<file path="src/rtl/gcd_controller.sv">
`default_nettype none
// ============================================================================
//  Module   : gcd_controller
//  Purpose  : Moore control FSM for a subtractive GCD datapath. Loads the
//             A/B operand registers, repeatedly replaces the larger register
//             with the difference until they match, then captures A into the
//             answer register. Zero operands, an inconsistent compare-flag
//             set, or running out of iterations end the run with err=1.
//  Ports    : clk, rst                   - clock, sync active-high reset
//             start                      - run request (honoured in IDLE only)
//             a_gt_b, a_lt_b, a_eq_b     - datapath compare flags
//             a_zero, b_zero             - datapath zero flags
//             a_ld, b_ld, a_sel, b_sel   - operand register load / mux select
//             ans_ld                     - answer register load
//             busy, done, err            - status
//             iter_cnt                   - subtract steps in current/last run
//  Revision : 1.0 - initial release
// ============================================================================
module gcd_controller #(
  parameter logic [15:0] ITER_MAX = 16'hFFFF
) (
  input  logic        clk,
  input  logic        rst,
  input  logic        start,
  input  logic        a_gt_b,
  input  logic        a_lt_b,
  input  logic        a_eq_b,
  input  logic        a_zero,
  input  logic        b_zero,
  output logic        a_ld,
  output logic        b_ld,
  output logic        a_sel,
  output logic        b_sel,
  output logic        ans_ld,
  output logic        busy,
  output logic        done,
  output logic        err,
  output logic [15:0] iter_cnt
);

  typedef enum logic [2:0] {
    S_IDLE    = 3'd0,
    S_LOAD    = 3'd1,
    S_COMPARE = 3'd2,
    S_SUB_A   = 3'd3,
    S_SUB_B   = 3'd4,
    S_WRITE   = 3'd5,
    S_DONE    = 3'd6
  } state_t;

  state_t      r_state;
  state_t      w_next;
  logic        w_set_err;
  logic [15:0] r_iter;
  logic        r_err;
  logic        w_iter_max;

  assign w_iter_max = (r_iter == ITER_MAX);

  // Next-state logic; w_set_err flags every failing exit from COMPARE.
  always_comb begin
    w_next    = r_state;
    w_set_err = 1'b0;
    case (r_state)
      S_IDLE:    if (start) w_next = S_LOAD;
      S_LOAD:    w_next = S_COMPARE;
      S_COMPARE: begin
        if (a_zero || b_zero) begin
          w_next    = S_DONE;
          w_set_err = 1'b1;
        end else if (a_eq_b) begin
          w_next = S_WRITE;
        end else if (a_gt_b || a_lt_b) begin
          // Abort rather than step once the iteration budget is spent, so
          // the counter can never wrap.
          if (w_iter_max) begin
            w_next    = S_DONE;
            w_set_err = 1'b1;
          end else begin
            w_next = a_gt_b ? S_SUB_A : S_SUB_B;
          end
        end else begin
          // No flag at all means the datapath is inconsistent.
          w_next    = S_DONE;
          w_set_err = 1'b1;
        end
      end
      S_SUB_A:   w_next = S_COMPARE;
      S_SUB_B:   w_next = S_COMPARE;
      S_WRITE:   w_next = S_DONE;
      S_DONE:    w_next = S_IDLE;
      default:   w_next = S_IDLE;
    endcase
  end

  always_ff @(posedge clk) begin
    if (rst) begin
      r_state <= S_IDLE;
      r_iter  <= 16'd0;
      r_err   <= 1'b0;
    end else begin
      r_state <= w_next;
      if (r_state == S_LOAD) begin
        r_iter <= 16'd0;
        r_err  <= 1'b0;
      end else if ((r_state == S_SUB_A) || (r_state == S_SUB_B)) begin
        r_iter <= r_iter + 16'd1;
      end
      if (w_set_err) r_err <= 1'b1;
    end
  end

  // Moore output decode: control strobes depend on the state register only.
  always_comb begin
    a_ld   = 1'b0;
    b_ld   = 1'b0;
    a_sel  = 1'b0;
    b_sel  = 1'b0;
    ans_ld = 1'b0;
    done   = 1'b0;
    busy   = (r_state != S_IDLE);
    case (r_state)
      S_LOAD: begin
        a_ld = 1'b1;
        b_ld = 1'b1;
      end
      S_SUB_A: begin
        a_ld  = 1'b1;
        a_sel = 1'b1;
      end
      S_SUB_B: begin
        b_ld  = 1'b1;
        b_sel = 1'b1;
      end
      S_WRITE: ans_ld = 1'b1;
      S_DONE:  done   = 1'b1;
      default: ;
    endcase
  end

  assign err      = r_err;
  assign iter_cnt = r_iter;

endmodule
`default_nettype wire

</file>
<file path="config.mk">
export PLATFORM = sky130hd
export DESIGN_NAME = gcd_controller
export DESIGN_NICKNAME = d
export VERILOG_FILES = /design/src/rtl/gcd_controller.sv
export SDC_FILE = /design/constraint.sdc
export NUM_CORES = 1
export LEC_CHECK = 0
export BUFFER_PORTS_ARGS = -buffer_cell sky130_fd_sc_hd__buf_2
export CELL_PAD_IN_SITES_DETAIL_PLACEMENT = 1
export CELL_PAD_IN_SITES_GLOBAL_PLACEMENT = 2
export CORE_ASPECT_RATIO = 0.9
export CORE_MARGIN = 2
export CORE_UTILIZATION = 25
export DETAILED_ROUTE_END_ITERATION = 10
export HOLD_SLACK_MARGIN = 0.15
export PLACE_DENSITY_LB_ADDON = 0.1
export RECOVER_POWER = 50
export SETUP_SLACK_MARGIN = 0.05
export SYNTH_ARGS = -nofsm -noshare
export SYNTH_HDL_FRONTEND = slang
export SYNTH_SLANG_ARGS = --single-unit
export TNS_END_PERCENT = 1
</file>
<file path="constraint.sdc">
create_clock -name clk -period 1.84 [get_ports clk]
set_clock_uncertainty 0.05 [all_clocks]
set_input_delay 0.092 -clock clk [delete_from_list [all_inputs] [get_ports clk]]
set_output_delay 0.092 -clock clk [all_outputs]
set_load 0.01 [all_outputs]
</file>
======== After elaboration in Yosys (flattened, before gate mapping) ========
Cells that the tools add are included.
storage, ports and cells
  register bits after elaboration ......... 20
  bits in latches ......................... 0
  RAM bits ................................ 0
  memory bits (read-only) ................. 0
  bits of input ports ..................... 8
  output and inout bits ................... 24
  word-level logic and storage cells ...... 42
  memories kept ........................... 0
cells by class
  $add $sub $neg .......................... 1
  multiply operators ...................... 0
  div/mod/pow operators ................... 0
  order comparisons ....................... 0
  equal/unequal tests ..................... 8
  shifts and indexed selects .............. 0
  mux-type cells .......................... 20
  bitwise logic cells ..................... 0
  reduce and logical (&&, ||, !) cells .... 10
operators with widths
  cell                   number
  $mux 3                 6
  $add 16x1->16 const B  1
  $eq 16x16->1 const B   1
  $mux 1                 13
  $pmux 3 s4             1
  $eq 3x3->1 const B     3
  $eq 3x2->1 const B     2
  $reduce_or 2->1        3
  $eq 3x1->1 const B     1
  $logic_not 3->1        1
  $logic_or 1x1->1       3
  $reduce_bool 3->1      1
  $reduce_or 3->1        1
  $ne 2x2->1 const B     1
  $reduce_bool 2->1      1

======== Depth between registers and ports, before layout ========
Gate-level depths: netlist of the first run.
  depth in word-level cells ............... 7
  mapped depth ............................ 6
  mapped depth without buffers ............ 5

======== Worst setup path after synthesis of the first run ========
Ideal clock, no wire load.
  kind .................................... flip-flop to flip-flop
  start ................................... reg r_state[2]
  end ..................................... reg r_iter[13] (netlist: iter_cnt[13])
  library setup time ...................... 0.071 ns
  data arrival time ....................... 1.759 ns
  data required time ...................... 1.719 ns
  path slack .............................. -0.040 ns
  cell stages (with the launch flop) ...... 6
  buffers on the path ..................... 1
  period minus slack after synthesis ...... 1.880 ns
  cells stage by stage .................... dfxtp_1 or3b_1 buf_6 a2111o_1 or3_1 a21oi_1
between the ends
  word-level cells in the longest chain between the ends .. 2
  elaborated cells on any way between the ends .. 5
  classes of those cells .................. eq/ne (3); reduce/logical (2)
RTL lines
  what                                                           line  text
  start: declaration                                             51    state_t r_state;
  start signal: assignment                                       102   r_state <= w_next;
  $eq 3x1->1, or another cell as far along                       103   if (r_state == S_LOAD) begin
  $reduce_or 2->1 (no line) or $logic_or 1x1->1 (tied branches)  --
  end signal: assignment                                         107   r_iter <= r_iter + 16'd1;
  end: declaration                                               54    logic [15:0] r_iter;
Several ways; a longest one is shown, not always the timed one.
A chain may end at the register's enable or synchronous reset.

======== Worst setup path in the final report of the first run ========
  start ................................... reg r_state[1]
  end ..................................... reg r_iter[11] (netlist: iter_cnt[11])
Same word-level chain as after synthesis.

==> results of run 1 <==
==> area by class of cell <==
cell class                 count  area [µm²]
timing repair buffer          62         363
sequential                    20         402
multi-input combinational     98         613
fill                         505        2520
tap                           48        60.1
inverter                       8        30.0
clock buffer                   4        55.1
==> cells in the mapped netlist (all sizes together) <==
cell type  count
dfxtp         20
nand2         13
a21oi         12
nor2          11
o21ai          9
inv            8
nand3          6
or4            5
xnor2          5
nand4          4
or3            4
o211ai         3
xor2           3
a2111o         2
a211oi         2
a31oi          2
clkbuf         2
a2111oi        1
a211o          1
and3           1
and4           1
buf            1
ha             1
nand2b         1
nand3b         1
nand4b         1
nor2b          1
nor4bb         1
o2111ai        1
o21a           1
o21bai         1
o32ai          1
or2            1
or2b           1
or3b           1
==> worst max path at each step <==
stage | endpoint | slack, ps | cells after the start
finish | iter_cnt[11] | -10 | 4
detailed placement | iter_cnt[13] | -20 | 4
global placement | iter_cnt[15] | 40 | 4
global route | iter_cnt[11] | -100 | 4
floorplan | iter_cnt[13] | 40 | 5
CTS | iter_cnt[15] | -30 | 4
==> sequential cells by signal, summed over array words and instances, names as in the netlist <==
register	flops
r_state	3
iter_cnt	16
err	1
==> logic make-up (layout without fill, tap and decap cells) <==
kind of cell             after synthesis  after routing
adder cells (fa/ha/maj)                1              1
AND/OR/NAND/NOR                       53             53
buffers and inverters                 11             74
XOR/XNOR                               8              8
flip-flops                            20             20
AO/OA/AOI/OAI                         36             36
==> worst register-to-register path, delay by kind of cell, from the launching register on <==
family	cells	cell delay, ps
AND/OR/NAND/NOR	2	840
AO/OA/AOI/OAI	2	590
flip-flops	1	320
==> per-stage QoR <==
step                      setup TNS (ps)  hold slack (ps)
after floorplan                        0              107
after global placement                 0              308
after detailed placement           -58.9              314
after CTS                          -94.2              200
after global routing                -446              214
final                              -14.8              200
==> metal layers <==
layer,up-vias,share of wire (%),routed length [µm]
li1,599,-,-
met1,568,46,1500
met2,22,50,1640
met3,2,3.8,126
met4,0,0.43,14
met5,-,0,0
==> what timing repair did <==
action                                 4_1_cts  5_1_grt
gates resized for setup                      2        5
hold buffers                                 6        0
pin swaps                                    1        6
gates cloned                                 0        0
setup buffers                                1        1
endpoints found under the hold margin        4        0
setup endpoints to repair                    7       10
==> layout by cell type (no fill, tap or decap), drive strengths merged <==
cell type	n
a31oi	2
dlygate4sd3	6
nor2b	1
buf	42
a211oi	2
xor2	3
or2	1
a2111oi	1
and3	1
inv	8
nor4bb	1
o21ai	9
or3b	1
nand2b	1
and4	1
nor2	11
o211ai	3
o21bai	1
nand3	6
ha	1
nand2	13
nand3b	1
a2111o	2
nand4b	1
or4	5
a21oi	12
xnor2	5
clkbuf	18
o21a	1
or2b	1
a211o	1
nand4	4
dfxtp	20
or3	4
o2111ai	1
o32ai	1
==> where the power goes <==
part           leakage (nW)  switching, mW  internal (mW)  total [mW]
Combinational         0.436         0.0994         0.0771       0.176
Sequential            0.162        0.00702          0.445       0.452
Clock                0.0288          0.152          0.191       0.342
Total                 0.627          0.258          0.712       0.970
==> impl_metrics.env, run 1 <==
export IMPL_status="complete, but fails checks"
export IMPL_violations="setup timing"
export IMPL_cts_sinks=20
export IMPL_finalCritPeriodShare_pct=101
export IMPL_h_tree_depth=1
export IMPL_start_util_pct=25.8
export IMPL_worst_setup_path_end_kind="flop"
export IMPL_num_vias=1191
export IMPL_finalHoldViolCount=0
export IMPL_synth_top_family_by_area="simple AND/OR/NAND/NOR gates"
export IMPL_cp_slowest_cell="a2111o_1"
export IMPL_power_density_mw_per_mm2=637
export IMPL_crit_family="simple AND/OR/NAND/NOR gates"
export IMPL_drive_gt1_share_pct=27.6
export IMPL_synth_compound_area_share_pct=21.8
export IMPL_vias_per_cell=4.96
export IMPL_critPathLaunch="r_state[1]"
export IMPL_synth_top_area_cell="dfxtp_1"
export IMPL_syn_to_final_growth_pct=45.9
export IMPL_p_leak_nw=0.627
export IMPL_min_from="a_lt_b"
export IMPL_worstSkewPairLatency_ps=260
export IMPL_ys_seq_area_share_pct=38.4
export IMPL_track_usage_pct=14.9
export IMPL_ys_seq_elements=20
export IMPL_synth_nets=138
export IMPL_antenna_found_initial=0
export IMPL_max_freq_mhz=539
export IMPL_met3_usage_pct=3.68
export IMPL_critPathLaunchType="flop"
export IMPL_min_path_type="in -> reg"
export IMPL_r2r_start="r_state[1]"
export IMPL_overflow=0
export IMPL_period_needed_ps=1850
export IMPL_cp_cell_sequence="or3b_4 > a2111o_1 > or3_4 > a21oi_2"
export IMPL_syn_cell_area_mm2=0.00104
export IMPL_die_w_um=72.1
export IMPL_drv_cap=0
export IMPL_n_antenna_cell=0
export IMPL_synthAdderAreaFrac_pct=1.20
export IMPL_peakVddDrop_mv=0.269
export IMPL_rows=22
export IMPL_use_met1_pct=18.3
export IMPL_cts_tree="yes"
export IMPL_routedWlPerCell_um=13.7
export IMPL_core_mm2=0.00405
export IMPL_nNetsFinal=202
export IMPL_grt_use_met2_pct=26.5
export IMPL_p_total_mw=0.970
export IMPL_finalWeightedCongestion=0.718
export IMPL_dr_pass1_iters=4
export IMPL_cts_inserted_buffers=3
export IMPL_clkTransAtPathRegs_ps=80
export IMPL_first_global_vias=1180
export IMPL_drt_iter0_markers=33
export IMPL_crit_fanout=7
export IMPL_synth_simple_area_share_pct=27.2
export IMPL_fin_area_mm2=0.00152
export IMPL_grt_pass1_wl_um=5490
export IMPL_synth_top_area_share_pct=38.4
export IMPL_worst_slack_ps=-14.8
export IMPL_rsz0062_at_grt="true"
export IMPL_cp_arrival_ps=2000
export IMPL_max_stage_delay_ps=480
export IMPL_worst_path_buf_inv=0
export IMPL_critical_path_required_ps=1990
export IMPL_die_area_mm2=0.00471
export IMPL_tightest_slew_ps=404
export IMPL_ys_warn_count=0
export IMPL_grt_max_degree=17
export IMPL_whs_path_depth=4
export IMPL_r2r_end="iter_cnt[11]"
export IMPL_boundaryPins=32
export IMPL_place_port_buffers=31
export IMPL_synth_xor_area_share_pct=6.71
export IMPL_antenna_left=0
export IMPL_maxSlewHeadroom_pct=73.0
export IMPL_maxSlewViolCount=0
export IMPL_worstHoldEndpoint="err"
export IMPL_dp_cells=228
export IMPL_die_h_um=65.3
export IMPL_synth_mux_area_share_pct=0
export IMPL_drt_total_wl_um=3290
export IMPL_synth_area_leaders="dfxtp_1, a21oi_1, nand2_1"
export IMPL_reg2reg_depth=4
export IMPL_dp_hpwl_um=2510
export IMPL_utilization_pct=37.6
export IMPL_grt_busiest_layer="met2"
export IMPL_ctsLongestPathBuffers=2
export IMPL_syn_inst=129
export IMPL_crit_type="reg -> reg"
export IMPL_post_place_ws_ps=-16.6
export IMPL_placed_area_mm2=0.00142
export IMPL_ys_types=35
export IMPL_setup_viol=1
export IMPL_avgSynthCellArea_um2=8.09
export IMPL_reg2reg_slack_ps=-10
export IMPL_stdcell_count=240
export IMPL_cts_root_buf="clkbuf_8"
export IMPL_drc_errors=0
Note: power is estimated with default switching activity, not from simulation.
==> inputs of run 2 (changes only) <==
Settings changed: CORE_UTILIZATION 25 to 28, PLACE_DENSITY set to 0.78, PLACE_DENSITY_LB_ADDON 0.1 to unset, SKIP_LAST_GASP set to 1.
Clock period 1.84 ns to 2.1 ns, I/O delays scaled along.
==> run 2 against run 1 <==
Compared with the run above: the flow now finishes without violations; fmax down 3.6%; non-clock buffer count down 15; global-route usage rose by 1.8 points; critical path type unchanged; first-iteration DRC count is 58% lower; sequential cell count is the same; clock power decreased by 28%; die area fell by 10%; worst hold slack got worse by 40 ps; routed wire length fell by 5.8%; power decreased by 20%; cell count down 7.5%; largest power group unchanged.
==> impl_metrics.env, run 2 (synthesis gave the netlist of run 1 again) <==
export IMPL_p_leak_nw=0.525
export IMPL_worst_slack_ps=176
export IMPL_first_global_vias=1169
export IMPL_drt_total_wl_um=3100
export IMPL_grt_pass1_wl_um=5270
export IMPL_worst_setup_path_end_kind="flop"
export IMPL_antenna_left=0
export IMPL_stdcell_count=222
export IMPL_n_antenna_cell=0
export IMPL_dp_cells=213
export IMPL_postCtsSetupBuffers=0
export IMPL_setup_viol=0
export IMPL_start_util_pct=28.6
export IMPL_cts_root_buf="clkbuf_8"
export IMPL_critical_path_required_ps=2240
export IMPL_dp_hpwl_um=2400
export IMPL_num_vias=1130
export IMPL_finalWeightedCongestion=0.741
export IMPL_crit_fanout=9
export IMPL_placed_area_mm2=0.00131
export IMPL_tightest_slew_ps=555
export IMPL_drt_iter0_markers=14
export IMPL_nNetsFinal=187
export IMPL_dr_pass1_iters=4
export IMPL_largest_reg_flops=16
export IMPL_maxSlewViolCount=0
export IMPL_drc_errors=0
export IMPL_status="finished, final reports clean"
export IMPL_core_mm2=0.00365
export IMPL_antenna_found_initial=0
export IMPL_finalSetupTns_ps=0
export IMPL_drv_cap=0
export IMPL_die_area_mm2=0.00423
export IMPL_boundaryPins=32
export IMPL_vias_per_cell=5.09
export IMPL_critPathLaunchType="flop"
export IMPL_crit_type="reg -> reg"
export IMPL_clkTransAtPathRegs_ps=70
export IMPL_die_h_um=61.9
export IMPL_h_tree_depth=1
export IMPL_cts_sinks=20
export IMPL_drive_gt1_share_pct=15.9
export IMPL_syn_to_final_growth_pct=32.6
export IMPL_utilization_pct=37.9
export IMPL_fin_area_mm2=0.00138
export IMPL_peakVddDrop_mv=0.189
export IMPL_finalCritPeriodShare_pct=91.6
export IMPL_maxSlewHeadroom_pct=62.0
export IMPL_overflow=0
export IMPL_layout_commonest_cell="clkbuf_1"
export IMPL_reg2reg_slack_ps=180
export IMPL_track_usage_pct=16.7
export IMPL_cts_tree="yes"
export IMPL_mostFrequentLayoutCells="clkbuf_1, dfxtp_1, buf_2, nand2_1, a21oi_1"
export IMPL_max_freq_mhz=520
export IMPL_cp_arrival_ps=2060
export IMPL_routedWlPerCell_um=14.0
export IMPL_power_density_mw_per_mm2=564
export IMPL_rows=21
export IMPL_die_w_um=68.4
export IMPL_place_port_buffers=31
export IMPL_grt_max_degree=13
export IMPL_rsz0062_at_grt="true"
export IMPL_ctsLongestPathBuffers=2
export IMPL_finalHoldViolCount=0
export IMPL_post_place_ws_ps=106
export IMPL_cts_inserted_buffers=3
export IMPL_period_needed_ps=1920
export IMPL_min_path_type="in -> reg"
export IMPL_worstSkewPairLatency_ps=250
[run 2: cell type report]
| cell class | count | area [µm²] |
|---|---|---|
| clock buffer | 3 | 41.3 |
| fill | 477 | 2270 |
| inverter | 8 | 30.0 |
| multi-input combinational | 98 | 601 |
| sequential | 20 | 402 |
| tap | 46 | 57.6 |
| timing repair buffer | 47 | 253 |
[run 2: metal layers]
layer | GRT usage, % | vias to the layer above | routed length, µm
li1 | - | 568 | -
met1 | 20.9 | 539 | 1450
met2 | 29.7 | 19 | 1500
met3 | 2.70 | 4 | 120
met4 | 5.14 | 0 | 28
met5 | 0 | - | 0
[run 2: stage by stage]
step           hold slack, ps  power (mW)
6_report                  160       0.781
3_5_place_dp              334       0.538
2_1_floorplan             124       0.483
4_1_cts                   161       0.794
5_1_grt                   174       0.828
3_3_place_gp              326       0.533
[run 2: final timing paths]
kind / start / to / cells past startpoint
worst max register to register: r_state[0] / iter_cnt[9] / 4
worst max-delay path: r_state[0] / iter_cnt[9] / 4
worst min-delay path: b_zero / r_state[0] / 4
worst min register to register: iter_cnt[11] / iter_cnt[11] / 2
[run 2: critical path, cell delays in order, from the launching register on]
cell and delay [ps]:
dfxtp_1 360, or3b_4 440, a2111o_1 520, or3_1 340
a21oi_1 140
[run 2: timing repair]
item / CTS / global route
endpoints found under the hold margin: 4 / 0
hold buffers: 6 / 0
endpoints found under the setup margin: 0 / 5
gates resized for setup: 0 / 3
[run 2: where the power goes]
part / switching, mW / total [mW] / internal (mW)
registers: 0.00791 / 0.397 / 0.390
clock network: 0.120 / 0.247 / 0.128
logic: 0.0819 / 0.136 / 0.0543
total: 0.209 / 0.781 / 0.571
==> inputs of run 3 (changes only) <==
Settings changed: CORE_MARGIN 2 to 5.
==> run 3 against run 2 <==
Compared with the run above: non-clock buffer count unchanged; largest power group unchanged; clock power up 2%; largest cell class unchanged; sequential power about the same; power up 0.59%.
==> impl_metrics.env, run 3 (synthesis gave the netlist of run 1 again) <==
export IMPL_status="finished, final reports clean"
export IMPL_power_density_mw_per_mm2=572
export IMPL_finalCritPeriodShare_pct=91.1
export IMPL_n_antenna_cell=0
export IMPL_cts_inserted_buffers=3
export IMPL_drt_total_wl_um=3120
export IMPL_clkTransAtPathRegs_ps=70
export IMPL_grt_pass1_wl_um=5310
export IMPL_worst_setup_path_end_kind="flop"
export IMPL_crit_type="reg -> reg"
export IMPL_die_area_mm2=0.00505
export IMPL_start_util_pct=28.6
export IMPL_h_tree_depth=1
export IMPL_drv_cap=0
export IMPL_maxSlewHeadroom_pct=59.9
export IMPL_grt_busiest_layer="met2"
export IMPL_track_usage_pct=13.6
export IMPL_critical_path_required_ps=2240
export IMPL_setup_viol=0
export IMPL_r2r_start="iter_cnt[10]"
export IMPL_min_from="a_gt_b"
export IMPL_met3_usage_pct=2.79
export IMPL_cts_root_buf="clkbuf_8"
export IMPL_antenna_left=0
export IMPL_finalWeightedCongestion=0.785
export IMPL_num_vias=1116
export IMPL_worstHoldEndpoint="r_state[0]"
export IMPL_overflow=0
export IMPL_cp_arrival_ps=2060
export IMPL_grt_max_degree=11
export IMPL_min_path_type="in -> reg"
export IMPL_core_mm2=0.00365
export IMPL_period_needed_ps=1910
export IMPL_finalSetupTns_ps=0
export IMPL_worstSkewPairLatency_ps=260
export IMPL_maxSlewViolCount=0
export IMPL_mostFrequentLayoutCells="clkbuf_1, dfxtp_1, buf_2, nand2_1, a21oi_1"
export IMPL_layout_commonest_cell="clkbuf_1"
export IMPL_r2r_end="r_state[1]"
export IMPL_rsz0062_at_grt="false"
export IMPL_syn_to_final_growth_pct=31.7
export IMPL_cp_common_cell="or4_1"
export IMPL_cts_tree="yes"
export IMPL_nNetsFinal=187
export IMPL_cts_sinks=20
export IMPL_critPathLaunchType="flop"
export IMPL_register_area_um2=402
export IMPL_whs_path_depth=3
export IMPL_max_stage_delay_ps=630
export IMPL_p_total_mw=0.785
export IMPL_largest_reg_flops=16
export IMPL_drc_errors=0
export IMPL_place_port_buffers=31
export IMPL_hold_slack_ps=159
export IMPL_antenna_found_initial=0
export IMPL_crit_fanout=6
export IMPL_reg2reg_slack_ps=190
export IMPL_crit_family="simple AND/OR/NAND/NOR gates"
export IMPL_multiInputGateArea_um2=594
export IMPL_dr_pass1_iters=4
export IMPL_peakVddDrop_mv=0.196
export IMPL_p_leak_nw=0.514
export IMPL_dp_hpwl_um=2400
export IMPL_grt_use_met2_pct=23.9
export IMPL_drive_gt1_share_pct=14.8
export IMPL_boundaryPins=32
export IMPL_routedWlPerCell_um=14.1
export IMPL_cp_slowest_cell="or4_1"
export IMPL_rows=21
export IMPL_first_global_vias=1163
export IMPL_max_freq_mhz=522
export IMPL_die_w_um=74.4
export IMPL_drt_iter0_markers=25
export IMPL_cp_cell_sequence="nand4_1 > or4_1 > or4_1 > a21oi_1"
export IMPL_worst_slack_ps=186
export IMPL_fillCellCount=466
export IMPL_ctsLongestPathBuffers=2
export IMPL_worst_path_buf_inv=0
export IMPL_die_h_um=67.9
export IMPL_vias_per_cell=5.03
export IMPL_tightest_slew_ps=587
export IMPL_use_met1_pct=16.3
export IMPL_post_place_ws_ps=103
export IMPL_finalHoldViolCount=0
export IMPL_reg2reg_depth=4
==> run 3: how the worst max path moves through the flow <==
stage                     slack [ps]  cells past startpoint      endpoint         start
after floorplan                  220                      5  iter_cnt[13]    r_state[2]
after global routing              50                      4    r_state[1]  iter_cnt[10]
after CTS                         80                      4  iter_cnt[11]    r_state[2]
after global placement           190                      4  iter_cnt[11]    r_state[2]
final                            190                      4    r_state[1]  iter_cnt[10]
after detailed placement         100                      4  iter_cnt[11]    r_state[2]
==> run 3: area by class of cell <==
cell class	count	share of cell area (%)
Tap cell	46	4.19
Multi-Input combinational cell	98	43.3
Timing Repair Buffer	47	18.1
Clock buffer	3	3.01
Sequential cell	20	29.2
Inverter	8	2.19
==> run 3: per-layer routing <==
layer	vias to the layer above	wire length [µm]
met1	524	1430
met2	19	1510
li1	567	-
met5	-	0
met4	0	55
met3	6	122
==> run 3: worst register-to-register path, stage by stage, from the launching register on <==
cell and delay, ps:
dfxtp_1 410, nand4_1 180, or4_1 630, or4_1 440
a21oi_1 140
==> run 3: report_power, final <==
group          leakage, nW  switching, mW  total, mW  internal, mW
sequential           0.162        0.00938      0.399         0.390
combinational        0.331         0.0790      0.133        0.0542
clock               0.0216          0.125      0.253         0.128
==> run 3: timing repair <==
| item | in CTS | in global routing |
|---|---|---|
| hold buffers | 5 | 0 |
| buffers inserted | 0 | 1 |
| setup endpoints to repair | 0 | 4 |
| resized for setup | 0 | 1 |
| endpoints found under the hold margin | 4 | 0 |
==> run 3: metrics by stage <==
stage	area, µm²	util (%)	cells
2_1_floorplan	1040	-	129
3_3_place_gp	1310	35.9	213
3_5_place_dp	1310	35.9	213
4_1_cts	1400	38.4	221
5_1_grt	1370	37.6	222
6_report	1370	37.6	222
